==> src/rtl/bin2bcd_seq_if.sv <==
// Start/Busy/Done handshake bundle between a binary source and the bin2bcd_seq converter.
interface bin2bcd_seq_if #(
    parameter int unsigned WIDTH  = 18,
    parameter int unsigned DIGITS = 6
);
    logic                  Start;
    logic [WIDTH-1:0]      Bin;
    logic [4*DIGITS-1:0]   BCD;
    logic                  Busy;
    logic                  Done;
    logic [DIGITS-1:0]     Blank;

    modport master (
        output Start, Bin,
        input  BCD, Busy, Done, Blank
    );

    modport slave (
        input  Start, Bin,
        output BCD, Busy, Done, Blank
    );
endinterface

==> src/rtl/bin2bcd_seq.sv <==
// Sequential shift-and-add-3 binary-to-BCD converter, one input bit per clock.
// Optional leading-zero mask on Blank is built only when BIN2BCD_BLANK_EN is defined.
module bin2bcd_seq #(
    parameter int unsigned WIDTH  = 18,
    parameter int unsigned DIGITS = 6
) (
    input  logic          Clock,
    input  logic          Resetn,
    bin2bcd_seq_if.slave  bus
);
    localparam int unsigned CW = $clog2(WIDTH + 1);
    localparam int unsigned SW = 4 * DIGITS;
    localparam int unsigned TW = SW + WIDTH;

    typedef enum logic [1:0] {
        S_IDLE  = 2'd0,
        S_SHIFT = 2'd1,
        S_DONE  = 2'd2
    } state_t;

    state_t          state_q, state_d;
    logic [CW-1:0]   cnt_q, cnt_d;
    logic [WIDTH-1:0] bin_q, bin_d;
    logic [SW-1:0]   scr_q, scr_d;
    logic [SW-1:0]   bcd_q, bcd_d;
    logic            busy_q, busy_d;
    logic            done_q, done_d;
    logic [SW-1:0]   adj_c;
    logic [TW-1:0]   cat_c;
    logic [SW-1:0]   scr_shf_c;
    logic [WIDTH-1:0] bin_shf_c;

    // Per-digit add-3 correction, applied before the shift; no carry between digits.
    always_comb begin
        adj_c = scr_q;
        for (int i = 0; i < int'(DIGITS); i++) begin
            if (scr_q[4*i +: 4] >= 4'd5) begin
                adj_c[4*i +: 4] = scr_q[4*i +: 4] + 4'd3;
            end
        end
    end

    assign cat_c     = {adj_c, bin_q} << 1;
    assign scr_shf_c = cat_c[TW-1:WIDTH];
    assign bin_shf_c = cat_c[WIDTH-1:0];

    always_comb begin
        state_d = state_q;
        cnt_d   = cnt_q;
        bin_d   = bin_q;
        scr_d   = scr_q;
        bcd_d   = bcd_q;
        busy_d  = busy_q;
        done_d  = 1'b0;
        unique case (state_q)
            S_IDLE: begin
                if (bus.Start) begin
                    bin_d   = bus.Bin;
                    scr_d   = '0;
                    cnt_d   = '0;
                    busy_d  = 1'b1;
                    state_d = S_SHIFT;
                end
            end
            S_SHIFT: begin
                scr_d = scr_shf_c;
                bin_d = bin_shf_c;
                cnt_d = cnt_q + CW'(1);
                // Final shift: result is published on the same edge.
                if (cnt_q == CW'(WIDTH - 1)) begin
                    bcd_d   = scr_shf_c;
                    busy_d  = 1'b0;
                    done_d  = 1'b1;
                    state_d = S_DONE;
                end
            end
            S_DONE: begin
                state_d = S_IDLE;
            end
            default: begin
                state_d = S_IDLE;
            end
        endcase
    end

    always_ff @(posedge Clock or negedge Resetn) begin
        if (!Resetn) begin
            state_q <= S_IDLE;
            cnt_q   <= '0;
            bin_q   <= '0;
            scr_q   <= '0;
            bcd_q   <= '0;
            busy_q  <= 1'b0;
            done_q  <= 1'b0;
        end else begin
            state_q <= state_d;
            cnt_q   <= cnt_d;
            bin_q   <= bin_d;
            scr_q   <= scr_d;
            bcd_q   <= bcd_d;
            busy_q  <= busy_d;
            done_q  <= done_d;
        end
    end

    assign bus.BCD  = bcd_q;
    assign bus.Busy = busy_q;
    assign bus.Done = done_q;

`ifdef BIN2BCD_BLANK_EN
    logic [DIGITS-1:0] blank_q;
    logic [DIGITS-1:0] lz_c;

    // Digit i is blanked when it and every higher digit are zero; units never blanked.
    always_comb begin : lz_mask
        logic hz;
        hz   = 1'b1;
        lz_c = '0;
        for (int i = int'(DIGITS) - 1; i >= 1; i--) begin
            hz      = hz & (scr_shf_c[4*i +: 4] == 4'd0);
            lz_c[i] = hz;
        end
    end

    always_ff @(posedge Clock or negedge Resetn) begin
        if (!Resetn) begin
            blank_q <= '0;
        end else if (done_d) begin
            blank_q <= lz_c;
        end
    end

    assign bus.Blank = blank_q;
`else
    assign bus.Blank = '0;
`endif

endmodule

==> src/flat_wrapper.sv <==
// flat-port wrapper written by rule: the top's interface ports become plain ports
module bin2bcd_seq_flat 
#(
    parameter int unsigned WIDTH  = 18,
    parameter int unsigned DIGITS = 6
)
  (Clock, Resetn, bus_Start, bus_Bin, bus_BCD, bus_Busy, bus_Done, bus_Blank);
  bin2bcd_seq_if #(.WIDTH(WIDTH), .DIGITS(DIGITS)) bus_i ();
  input  logic Clock;
  input  logic Resetn;
  input wire logic [$bits(bus_i.Start)-1:0] bus_Start;
  input wire logic [$bits(bus_i.Bin)-1:0] bus_Bin;
  output wire logic [$bits(bus_i.BCD)-1:0] bus_BCD;
  output wire logic [$bits(bus_i.Busy)-1:0] bus_Busy;
  output wire logic [$bits(bus_i.Done)-1:0] bus_Done;
  output wire logic [$bits(bus_i.Blank)-1:0] bus_Blank;
  assign bus_i.Start = bus_Start;
  assign bus_i.Bin = bus_Bin;
  assign bus_BCD = bus_i.BCD;
  assign bus_Busy = bus_i.Busy;
  assign bus_Done = bus_i.Done;
  assign bus_Blank = bus_i.Blank;
  bin2bcd_seq #(.WIDTH(WIDTH), .DIGITS(DIGITS)) u_core (.Clock(Clock), .Resetn(Resetn), .bus(bus_i));
endmodule
==> config.mk <==
export PLATFORM = sky130hd
export DESIGN_NAME = bin2bcd_seq_flat
export DESIGN_NICKNAME = d
export VERILOG_FILES = /design/src/rtl/bin2bcd_seq_if.sv /design/src/rtl/bin2bcd_seq.sv /design/src/flat_wrapper.sv
export SDC_FILE = /design/constraint.sdc
export NUM_CORES = 1
export LEC_CHECK = 0
export ABC_AREA = 1
export BUFFER_PORTS_ARGS = -buffer_cell sky130_fd_sc_hd__buf_2
export CELL_PAD_IN_SITES_DETAIL_PLACEMENT = 0
export CELL_PAD_IN_SITES_GLOBAL_PLACEMENT = 1
export CORE_ASPECT_RATIO = 1.75
export CORE_MARGIN = 5
export CORE_UTILIZATION = 28
export DETAILED_ROUTE_END_ITERATION = 10
export MAX_ROUTING_LAYER = met4
export PLACE_DENSITY = 0.53
export SLEW_MARGIN = 20
export SYNTH_ARGS = -nofsm -noshare
export SYNTH_HDL_FRONTEND = slang
export SYNTH_SLANG_ARGS = --single-unit
export TNS_END_PERCENT = 30
==> constraint.sdc <==
create_clock -name Clock -period 2.98 [get_ports Clock]
set_input_delay 0.298 -clock Clock [delete_from_list [all_inputs] [get_ports Clock]]
set_output_delay 0.298 -clock Clock [all_outputs]
set_load 0.1 [all_outputs]
==> flow_summary.toml <==
[outcome]
status = "complete, no violations"

[synth]
syn_area_um2 = 3620
synth_seq_cells = 75
synth.largest_area_cell = "dfrtp_1"
ys_top_cells_by_area = "dfrtp_1, nand2_1, nand3_1"
seq_area_frac_synth_pct = 51.8
synth_top_area_share_pct = 51.8
syn-mean-instance-area_um2 = 8.41
synth_cells = 431
synth_cell_type_count = 23
yosys_warnings = 0

[clock_network]
numClockSinks = 75
path_clk_slew_ns = 0.06
cts.hold.buffers_added = 0
clk_latency_ns = 0.33
cts_setup_buffers = 0
cts_tree = "yes"
cts_buffer_depth = 2
cts_buffers = 9
cts-root-buf = "clkbuf_16"
post_cts_resized = 0
htreeDepth = 3

[cells_and_area]
fin_nets = 513
num-fill-cells = 1438
ff_latch_area_um2 = 1880
multi_input_area_um2 = 1530
drive_above_1_share_pct = 14.3
antenna_cells = 0
area_growth_pct = 19.2

[global_route]
grt_max_degree = 76
grt_use_total_pct = 12.9
antenna_found_initial = 0
grt_pass1_vias = 3058
grt_pass1_wl_um = 15000
grt_overflow = 0

[worst_setup_path]
max_stage_delay_ns = 0.38
crit_chain = "inv_1, nand2_4, inv_2, nand4_2, buf_4, nand2_1, nand2_1"
worstSetupPathType = "reg -> reg"
r2r_end = "u_core.bus.Busy"
cp_common_cell = "nand2_1"
r2r_cells = 7
path_max_fanout = 28
cpLargestDelayFamily = "buffers and inverters"
start_kind = "flop"
critPathBufInv = 3
reg2reg_slack_ns = 1.23
worstPathRequired_ns = 3.17
endpoint_kind = "flop"
critical_path.slowest_cell = "inv_2"
worstReg2RegStart = "u_core.state_q[1]"
worstPathArrival_ns = 1.94

[timing]
setup_violations = 0
fmax_mhz = 572
worst_slew_pin_slew_ns = 0.711
drv_slew = 0
relSlewSlack_pct = 52.6
fin_crit_sh_pct = 58.7
period_needed_ns = 1.75
rsz0062_at_grt = "false"
fin_worst_skew_ns = 0.00649
hold_viol_final = 0
finalSetupTns_ns = 0

[job]
maxCapViolCount = 0

[floorplan]
die_x_um = 96.0
pin_count = 53
start_util_pct = 28.3
core_um2 = 12800
die_area_um2 = 15400
die_y_um = 161
fp-row-count = 55

[placement]
hpwlAfterDp_um = 6000
io_buffers = 46
gp_congestion = 0.762

[routing]
ant_nets = 0
vias = 2954
avgRoutedWirePerCell_um = 13.3
vias_per_cell = 4.52
routed_wirelength_um = 8690
first_pass_iters = 4
drtIter0Drc = 74
drc_errors = 0

[hold_path]
min_path_type = "in -> async"
[worst register-to-register path: cells and delay by family (launching register included)]
family / cells / cell delay, ns
buffers and inverters: 3 / 0.73
DFF: 1 / 0.37
and+or+nand+nor: 4 / 0.51
[flip-flops by register name (all words and copies together) (netlist names)]
name / flops
u_core.state_q: 2
u_core.bin_q: 18
u_core.bus.Done: 1
u_core.scr_q: 24
u_core.bus.BCD: 24
u_core.bus.Busy: 1
u_core.cnt_q: 5
[worst max-delay path by stage]
stage	from	end	slack, ns	depth (start not counted)
3_5_place_dp	u_core.state_q[1]	u_core.bus.Busy	1.20	7
2_1_floorplan	u_core.cnt_q[1]	u_core.bus.BCD[10]	1.74	7
6_report	u_core.state_q[1]	u_core.bus.Busy	1.23	7
5_1_grt	u_core.state_q[1]	u_core.scr_q[21]	1.05	7
3_3_place_gp	u_core.state_q[1]	u_core.bus.Busy	1.20	7
4_1_cts	u_core.state_q[1]	u_core.bus.Busy	1.18	7
[layer usage]
metal | part of all wire [%] | vias up | track usage, %
met5 | 0 | - | -
met2 | 53 | 49 | 21.3
met1 | 43 | 1390 | 14.7
li1 | - | 1511 | -
met3 | 3.6 | 4 | 3.05
met4 | 1.1 | 0 | 4.99
[cells by family after synthesis]
kind of cell    Yosys count  share of synthesized area (%)
compound gates           48                           7.49
buf+inv                  51                           6.49
flops                    75                           51.8
other cells               1                          0.103
simple gates            242                           29.3
fa+ha+maj                14                           4.83
[synth_stat cells (all sizes together)]
master and count:
nand2 135, dfrtp 75, nand3 51, nor2 43, inv 32, o21ai 23
o22ai 23, buf 19, ha 14, nand4 13, a21oi 1, a22oi 1
conb 1
[placed cells by master, fill, tap and decap left out, types with 2 or more instances in the layout]
cell type,n
nor2_1,41
nand2_1,133
o22ai_1,23
clkbuf_1,3
clkbuf_16,9
buf_4,4
conb_1,6
o21ai_0,17
nand3_1,50
nand2_4,2
ha_1,14
o21ai_1,6
buf_2,45
inv_1,31
nand4_1,12
dfrtp_1,75
bufinv_16,2
[area by class of cell]
type	count	area share, %
inverter	32	2.78
multi-input combinational	310	35.5
clock buffer	13	5.79
timing repair buffer	50	6.17
sequential	75	43.5
clock inverter	2	1.39
tap	171	4.95
[through the flow]
stage / utilization, % / hold slack [ns] / setup WS (ns) / area [um2] / instances
after floorplan: - / 0.00241 / 1.74 / 3640 / 436
final: 33.7 / 0.00459 / 1.23 / 4320 / 653
after CTS: 33.7 / 0.183 / 1.18 / 4320 / 653
after global routing: 33.7 / 0.0662 / 1.05 / 4320 / 653
after detailed placement: 31.3 / 0.461 / 1.20 / 4010 / 638
after global placement: 31.3 / 0.452 / 1.20 / 4010 / 638
Power is left out: the tool's default activity adds up to more than one toggle a clock period on the data nets, which glitch-free logic cannot reach.
